## src/rtl/rr_arbiter.sv

```systemverilog
// ---------------------------------------------------------------------------
// rr_arbiter
//   Registered round-robin arbiter. On each rising clock edge it grants at
//   most one of the asserted requests. The search starts at a rotating
//   priority pointer, so the requester granted most recently becomes the
//   lowest priority for the next arbitration.
//
// Parameters
//   N      number of requesters (2..16); sets the width of req and grant
//
// Ports
//   clk    rising-edge clock for all state
//   rst    asynchronous, active-high reset; clears grant and the pointer
//   req    request vector, bit i high = requester i wants the resource
//   grant  registered grant vector, one-hot or all-zero, one cycle after req
// ---------------------------------------------------------------------------
module rr_arbiter #(
    parameter int N = 4
) (
    input  logic         clk,
    input  logic         rst,
    input  logic [N-1:0] req,
    output logic [N-1:0] grant
);

    localparam int PW = (N > 1) ? $clog2(N) : 1;

    logic [N-1:0]  grant_r;
    logic [PW-1:0] ptr_r;
    logic [PW:0]   pick_res_s;
    logic          hit_s;
    logic [PW-1:0] pick_idx_s;
    logic [PW-1:0] ptr_nxt_s;
    logic [N-1:0]  onehot_s;

    // Search r starting at index p, ascending modulo N. Returns
    // {found, index of first asserted bit}; index is zero when nothing found.
    function automatic logic [PW:0] rr_pick(input logic [N-1:0] r,
                                            input logic [PW-1:0] p);
        logic [PW:0]   res;
        logic [PW-1:0] cand_idx;
        int            cand;
        res = {(PW+1){1'b0}};
        for (int i = 0; i < N; i++) begin
            cand     = (int'(p) + i) % N;
            cand_idx = PW'(cand);
            if (!res[PW] && r[cand_idx]) begin
                res = {1'b1, cand_idx};
            end else begin
                res = res;
            end
        end
        return res;
    endfunction

    // Arbitration decision and the pointer/grant values it implies.
    always_comb begin
        pick_res_s = rr_pick(req, ptr_r);
        hit_s      = pick_res_s[PW];
        pick_idx_s = pick_res_s[PW-1:0];
        onehot_s   = {{(N-1){1'b0}}, 1'b1} << pick_idx_s;
        // Wrap explicitly so non-power-of-two N still returns to index 0.
        if (pick_idx_s == PW'(N - 1)) begin
            ptr_nxt_s = {PW{1'b0}};
        end else begin
            ptr_nxt_s = pick_idx_s + {{(PW-1){1'b0}}, 1'b1};
        end
    end

    // Grant and priority-pointer registers; idle cycles leave the pointer alone.
    always_ff @(posedge clk or posedge rst) begin
        if (rst) begin
            grant_r <= {N{1'b0}};
            ptr_r   <= {PW{1'b0}};
        end else if (hit_s) begin
            grant_r <= onehot_s;
            ptr_r   <= ptr_nxt_s;
        end else begin
            grant_r <= {N{1'b0}};
            ptr_r   <= ptr_r;
        end
    end

    assign grant = grant_r;

endmodule

```

## config.mk

```make
export PLATFORM = sky130hd
export DESIGN_NAME = rr_arbiter
export DESIGN_NICKNAME = d
export VERILOG_FILES = /design/src/rtl/rr_arbiter.sv
export SDC_FILE = /design/constraint.sdc
export NUM_CORES = 1
export LEC_CHECK = 0
export ABC_AREA = 1
export BUFFER_PORTS_ARGS = -buffer_cell sky130_fd_sc_hd__buf_2
export CORE_MARGIN = 10
export CORE_UTILIZATION = 45
export DETAILED_ROUTE_END_ITERATION = 6
export GPL_TIMING_DRIVEN = 0
export PLACE_DENSITY_LB_ADDON = 0.1
export SYNTH_ARGS = -nofsm -noshare
export SYNTH_HDL_FRONTEND = slang
export SYNTH_SLANG_ARGS = --single-unit
```

## constraint.sdc

```tcl
create_clock -name clk -period 5.15 [get_ports clk]
set_input_delay 1.03 -clock clk [delete_from_list [all_inputs] [get_ports clk]]
set_output_delay 1.03 -clock clk [all_outputs]
set_load 0.01 [all_outputs]
```

# After elaboration in Yosys (flattened, before gate mapping)
# Cells that the tools add are included.
[word_totals] reg_bits=6 in_bits=6 out_inout_bits=4
[op_classes] addsub=4 magnitude_cmp=4 n_eq_ne=1 shift=1 mux=14 reduce_logical=6
[ops] operator="$lt 2x3->1 const B" n=4
[ops] operator="$mux 3" n=4
[ops] operator="$bmux 1 s2" n=4
[ops] operator="$add 2x1->2 const B" n=2
[ops] operator="$add 2x2->2 const B" n=2
[ops] operator="$mux 1" n=4
[ops] operator="$mux 4" n=1
[ops] operator="$shl 1x2->4 const A" n=1
[ops] operator="$logic_and 1x1->1" n=3
[ops] operator="$logic_not 1->1" n=3
[ops] operator="$eq 2x2->1 const B" n=1
[ops] operator="$mux 2" n=1

# Depth between registers and ports, before layout
# Gate-level depths: netlist of run 1.
[depth] word_depth=14 mapped_depth=14

# Worst setup path before layout of run 1
# Ideal clock, no wire load.
[synth_path] kind="input to register" startpoint="input req[3]" endpoint="register ptr_r[1]" setup_ps=121 t_arrival_ps=2112 path_slack_ps=2916 cell_stages=11 n_path_buf=0 cell_sequence="inv_1 nand2_1 nand3_1 nand2_2 nor2_8 nand2_4 nor2_4 o21ai_1 ha_1 nand2_1 o21ai_1"
[synth_between] elab_chain_len=14 word_cells_on_any_way=21 cone_classes="add/sub: 1; eq/ne: 1; mux: 13; reduce/logical: 6"
[synth_rtl] item="from (decl)" line="22" rtl="input logic [N-1:0] req,"
[synth_rtl] item="$bmux 1 s2" line="47" rtl="if (!res[PW] && r[cand_idx]) begin"
[synth_rtl] item="$mux 1 (not written as such)" line="47"
[synth_rtl] item="$mux 3" line="47"
[synth_rtl] item="$logic_not 1->1" line="47"
[synth_rtl] item="$logic_and 1x1->1" line="47"
[synth_rtl] item="$mux 3" line="47"
[synth_rtl] item="$logic_not 1->1" line="47"
[synth_rtl] item="$logic_and 1x1->1" line="47"
[synth_rtl] item="$mux 3" line="47"
[synth_rtl] item="$logic_not 1->1" line="47"
[synth_rtl] item="$logic_and 1x1->1" line="47"
[synth_rtl] item="$mux 3 (*)" line="47"
[synth_rtl] item="$add 2x1->2 or $eq 2x2->1 (tied branches)" line="66, 63"
[synth_rtl] item="$mux 2 (*)" line="63" rtl="if (pick_idx_s == PW'(N - 1)) begin"
[synth_rtl] item="via ptr_nxt_s[1]" line="33" rtl="logic [PW-1:0] ptr_nxt_s;"
[synth_rtl] item="to (signal assigned)" line="74" rtl="ptr_r <= {PW{1'b0}};"
[synth_rtl] item="to (signal assigned)" line="77" rtl="ptr_r <= ptr_nxt_s;"
[synth_rtl] item="to (signal assigned)" line="80" rtl="ptr_r <= ptr_r;"
[synth_rtl] item="to (decl)" line="29" rtl="logic [PW-1:0] ptr_r;"
# The timed path passes the listed nets; every way through them passes the cells marked *. The select of a mux whose other input is x is not followed.
# A chain may end at the register's enable or synchronous reset.

# Worst setup path after layout of run 1
# Same ends and word-level chain as after synthesis.

==> results of run 1 <==
per-layer routing:
| layer | routed length [µm] | part of all wire, % |
|---|---|---|
| met4 | 0 | 0 |
| met1 | 557 | 52 |
| met3 | 65 | 6.0 |
| met2 | 455 | 42 |
| met5 | 0 | 0 |
cell families (layout without fill, tap and decap cells):
group           after synthesis  in the layout  synth area share [%]
simple gates                 57             57                  52.0
buf+inv                      17             29                  12.1
flops                         6              6                  23.8
fa+ha+maj                     4              4                  7.94
compound gates                3              3                  4.17
cell type report:
| type | instances | share of cell area [%] |
|---|---|---|
| well taps | 15 | 2.62 |
| inverters | 16 | 9.08 |
| repair buffers | 9 | 6.28 |
| multi-input cells | 64 | 56.4 |
| flip-flops and latches | 6 | 20.9 |
| plain buffers | 1 | 1.57 |
| clock buffers | 3 | 3.14 |
stage by stage:
stage | instances | area, µm² | utilization (%) | setup slack, ns
floorplan | 87 | 631 | - | 2.92
global placement | 111 | 694 | 52.7 | 2.71
detailed placement | 111 | 694 | 52.7 | 2.71
CTS | 114 | 717 | 54.4 | 2.94
global route | 114 | 717 | 54.4 | 2.79
finish | 114 | 717 | 54.4 | 2.93
cells in the mapped netlist (2+ instances only):
master | number | area share (%)
nand2_1 | 28 | 17
nand2_4 | 5 | 8.9
o21ai_1 | 2 | 1.6
nand2_2 | 9 | 8.9
dfrtp_1 | 6 | 24
ha_1 | 4 | 7.9
inv_2 | 3 | 1.8
nand3_1 | 9 | 7.1
nor2_1 | 2 | 1.2
inv_1 | 12 | 7.1
state kept, by name (all words and copies together), names as in the netlist:
signal  count
ptr_r       2
grant       4
worst paths after layout:
path,from,endpoint,slack [ns]
worst max-delay path,req[3],ptr_r[1]$_DFFE_PP0P_,2.93
worst min-delay path,ptr_r[0]$_DFFE_PP0P_,ptr_r[0]$_DFFE_PP0P_,0.64
worst max register to register,ptr_r[0]$_DFFE_PP0P_,ptr_r[1]$_DFFE_PP0P_,3.34
worst min register to register,ptr_r[0]$_DFFE_PP0P_,ptr_r[0]$_DFFE_PP0P_,0.64
max in group asynchronous,rst,ptr_r[0]$_DFFE_PP0P_,4.26
min in group asynchronous,rst,grant[1]$_DFF_PP0_,0.70
worst reg2reg max path, stage by stage, from the launching register on:
cell,delay (ns)
dfrtp_1,0.36
buf_6,0.14
inv_6,0.09
nand2_2,0.05
nand3_1,0.09
nand2_2,0.11
nor2_8,0.17
nand2_4,0.06
nor2_4,0.10
o21ai_1,0.09
ha_1,0.30
nand2_1,0.06
o21ai_1,0.05
==> results.yml, run 1 <==
run_status:
  status: "completed"
routing:
  vias_per_cell: 4.56
  drt_pass1_iterations: 4
  drc: 0
  wl_per_cell_um: 9.46
  wl_um: 1080
  drtIter0Drc: 16
  vias: 520
  ant_nets: 0
die:
  die_x_um: 57.4
  die_h_um: 57.4
  start_util_pct: 47.9
  pin_count: 10
  design.core.area_um2: 1320
  num_rows: 13
  die_area_um2: 3300
critical_path:
  path_buf_inv: 2
  critPathKind: "input pin to flop"
  crit_family: "simple AND/OR/NAND/NOR gates"
  slowest_stage: "ha_1"
  startpoint_type: "input pin"
  cp_num_cells: 12
  slowest_delay_ns: 0.30
  r2r_cells: 12
  crit_fanout: 5
  crit_chain: "buf_2, inv_1, nand2_1, nand3_1, nand2_2, nor2_8, nand2_4, nor2_4, o21ai_1, ha_1, nand2_1, o21ai_1"
  critPathRequiredTime_ns: 5.26
  crit_path_end_kind: "flop"
  critPathArrivalTime_ns: 2.33
worst_hold_path:
  min_delay_path_depth: 3
  hp-class: "flop to flop"
layout:
  drive_gt1_share_pct: 35.4
  mostFrequentLayoutCells: "nand2_1 (28), inv_1 (12), nand2_2 (9), nand3_1 (9), buf_2 (9)"
  seq_area_um2: 150
  fin_nets: 111
  layout_commonest_cell: "nand2_1"
  fillers: 140
  multi_input_area_um2: 404
  antennaDiodeCount: 0
  area_growth_pct: 13.7
sta:
  drv_slew: 0
  timing.final.crit_share_pct: 43.1
  tightest_slew_ns: 0.220
  hold_viol_final: 0
  finalSetupViolCount: 0
  finalClockSkew_ns: 0.00174
  holdWs_ns: 0.635
  relSlewSlack_pct: 85.3
  fmax_ghz: 0.450
  finalSetupTns_ns: 0
  layout_min_cycle_time_ns: 2.22
  grt_setup_unrepaired: "false"
logic_synthesis:
  ys_ff_latch: 6
  synth_cell_types: 17
  post_synth.cell_area_avg_um2: 7.25
  synth_edf_count: 0
  syn_nets: 97
  ys_warn_count: 0
  ys.flop_type: "dfrtp_1"
  syn_area_um2: 631
  async_flop_share_pct: 100
  syn_inst: 87
  seq_area_frac_synth_pct: 23.8
clock_network:
  cts_root_buf: "clkbuf_4"
  insertion_delay_ns: 0.23
  hold_buffers: 0
  cts_buffers: 3
  cts_setup_buffers: 0
  cts_buffer_depth: 2
  clock_sinks: 6
  clkSlewWorstSetupHoldPaths_ns: 0.04
  ctsHtreeMaxLevel: 1
  cts_tree: "done"
  cts-resized-gates: 0
global_route:
  gr-usage-met3_pct: 1.11
  grt_max_degree: 11
  grt_pass1_vias: 432
  busiest_layer: "met2"
  grt_overflow: 0
  grt.total_usage_pct: 6.60
  grt_pass1_wl_um: 1880
  antenna_found_initial: 0
  use_met1_pct: 9.42
  grtUsageMet2_pct: 9.66
place:
  hpwl_um: 903
  place_congestion: 0.769
  io_buffers: 9
flow_run:
  max-cap-violations: 0
Power of run 1 is left out: the tool's default activity adds up to more than one toggle a clock period on the data nets, which glitch-free logic cannot reach.
==> run 2, diff against run 1 <==
==> constraint.sdc (replaced) <==
create_clock -name clk -period 1.8 [get_ports clk]
set_input_delay 0.36 -clock clk [delete_from_list [all_inputs] [get_ports clk]]
set_output_delay 0.36 -clock clk [all_outputs]
set_load 0.01 [all_outputs]
==> run 2 against run 1 <==
  * Final cell count grew 3.5%
  * Clock skew is essentially flat
  * Via count grew 3.7%
  * First-iteration DRC count shrank 31%
  * Register-to-register slack lost 3.3 ns
  * Final area grew 9.1%
  * Die area is the same
  * Sequential share of layout area shrank 1.6 points
  * Critical endpoint unchanged
  * Highest routed layer unchanged
==> results.yml, run 2 (same netlist as run 1, synthesis figures left out) <==
run_status:
  status: "completed"
global_route:
  antenna_found_initial: 0
  grt_pass1_vias: 432
  grt_pass1_wl_um: 1880
  grt_overflow: 0
  grt_max_degree: 11
  grt.total_usage_pct: 6.60
routing:
  drc: 0
  ant_nets: 0
  drt_pass1_iterations: 4
  vias_per_cell: 4.57
  vias: 539
  wl_per_cell_um: 9.70
  wl_um: 1150
  drtIter0Drc: 11
sta:
  fin_ws_ns: 0.0460
  grt_setup_unrepaired: "true"
  tightest_slew_ns: 0.219
  finalClockSkew_ns: 0.00198
  finalSetupViolCount: 0
  hold_viol_final: 0
  layout_min_cycle_time_ns: 1.75
  timing.final.crit_share_pct: 97.4
  relSlewSlack_pct: 85.4
  drv_slew: 0
  fmax_ghz: 0.570
layout:
  final_cell_area_um2: 782
  antennaDiodeCount: 0
  mostFrequentLayoutCells: "nand2_1 (27), inv_1 (12), nand2_2 (9), buf_2 (9), nand3_1 (7)"
  fin_cells: 118
  drive_gt1_share_pct: 42.7
  fin_nets: 115
  largest_reg_flops: 4
  area_growth_pct: 24.0
  layout_commonest_cell: "nand2_1"
clock_network:
  cts_buffer_depth: 2
  clock_sinks: 6
  insertion_delay_ns: 0.23
  cts_root_buf: "clkbuf_4"
  cts_tree: "done"
  cts_buffers: 3
  clkSlewWorstSetupHoldPaths_ns: 0.04
  ctsHtreeMaxLevel: 1
die:
  pin_count: 10
  design.core.area_um2: 1320
  num_rows: 13
  die_h_um: 57.4
  start_util_pct: 47.9
  die_area_um2: 3300
  die_x_um: 57.4
critical_path:
  critPathArrivalTime_ns: 1.87
  crit_family: "simple AND/OR/NAND/NOR gates"
  crit_chain: "buf_6, nand2_1, nand2_2, nand2_4, nand2_4, nor2_8, nand2_4, nor2_4, o21ai_2, ha_1, nand2_1, o21ai_1"
  critPathKind: "flop to flop"
  startpoint_type: "flop"
  slowest_stage: "dfrtp_1"
  slowest_delay_ns: 0.36
  path_buf_inv: 1
  crit_fanout: 9
  cp_common_cell: "nand2_4"
  crit_path_end_kind: "flop"
  critPathRequiredTime_ns: 1.91
worst_hold_path:
  hp-class: "input pin to asynchronous set/reset pin"
place:
  place_congestion: 0.769
  place_ws_ns: -0.00112
  io_buffers: 9
  hpwl_um: 903
  dp_cells: 111
  placed_area_um2: 694
flow_run:
  max-cap-violations: 0
## run 2: cell count changes in the layout (fill, tap and decap cells not counted)
| cell | delta |
|---|---|
| dfrtp_2 | +1 |
| nand3_2 | +1 |
| buf_4 | +4 |
| nand2_4 | +1 |
| inv_4 | +1 |
| inv_8 | +1 |
| dfrtp_1 | -1 |
| nand2_1 | -1 |
| inv_2 | -1 |
| nand3_4 | +1 |
| inv_6 | -1 |
| o21ai_2 | +1 |
| nand3_1 | -2 |
| o21ai_1 | -1 |
## run 2: what timing repair did
action                     CTS  global route
setup endpoints to repair    1             5
buffers inserted             0             4
hold endpoints to repair     0             0
gates resized for setup      0             9
pin swaps                    1             5
hold buffers                 0             0
## run 2: final timing paths
| kind | start | to | slack (ns) | depth (start not counted) |
|---|---|---|---|---|
| max | ptr_r[0]$_DFFE_PP0P_ | ptr_r[1]$_DFFE_PP0P_ | 0.05 | 12 |
| max reg2reg | ptr_r[0]$_DFFE_PP0P_ | ptr_r[1]$_DFFE_PP0P_ | 0.05 | 12 |
| max in group asynchronous | rst | ptr_r[1]$_DFFE_PP0P_ | 1.57 | 2 |
| min reg2reg | ptr_r[1]$_DFFE_PP0P_ | ptr_r[1]$_DFFE_PP0P_ | 0.66 | 2 |
| min in group clk | ptr_r[1]$_DFFE_PP0P_ | ptr_r[1]$_DFFE_PP0P_ | 0.66 | 2 |
| min | rst | grant[1]$_DFF_PP0_ | 0.03 | 2 |
## run 2: worst reg2reg max path, stage by stage (launching register included)
cell and delay, ns:
dfrtp_1 0.36, buf_6 0.15, nand2_1 0.09, nand2_2 0.10, nand2_4 0.08, nand2_4 0.06
nor2_8 0.13, nand2_4 0.06, nor2_4 0.11, o21ai_2 0.09, ha_1 0.29, nand2_1 0.06
o21ai_1 0.05
## run 2: per-layer routing
| layer | vias to the layer above | share of wire (%) | track usage (%) |
|---|---|---|---|
| li1 | 301 | - | - |
| met1 | 227 | 48 | 9.42 |
| met2 | 11 | 46 | 9.66 |
| met3 | 0 | 5.2 | 1.11 |
| met4 | 0 | 0 | 2.01 |
| met5 | - | 0 | 0 |
## run 2: final cells by class
type                            instances  area (µm²)
Inverter                               16        70.1
Multi-Input combinational cell         64         433
Sequential cell                         6         151
Timing Repair Buffer                   13        75.1
Clock buffer                            3        22.5
Fill cell                             135         536
Tap cell                               15        18.8
Buffer                                  1        11.3
## run 2: stage by stage
| stage | TNS [ns] | hold WS [ns] | utilization, % |
|---|---|---|---|
| finish | 0 | 0.0294 | 59.4 |
| global route | -0.101 | 0.0359 | 59.4 |
| CTS | 0 | 0.0336 | 54.4 |
| detailed placement | -0.00112 | 0.277 | 52.7 |
| global placement | 0 | 0.272 | 52.7 |
| floorplan | 0 | 0.151 | - |
Power of run 2 is left out for the same reason.
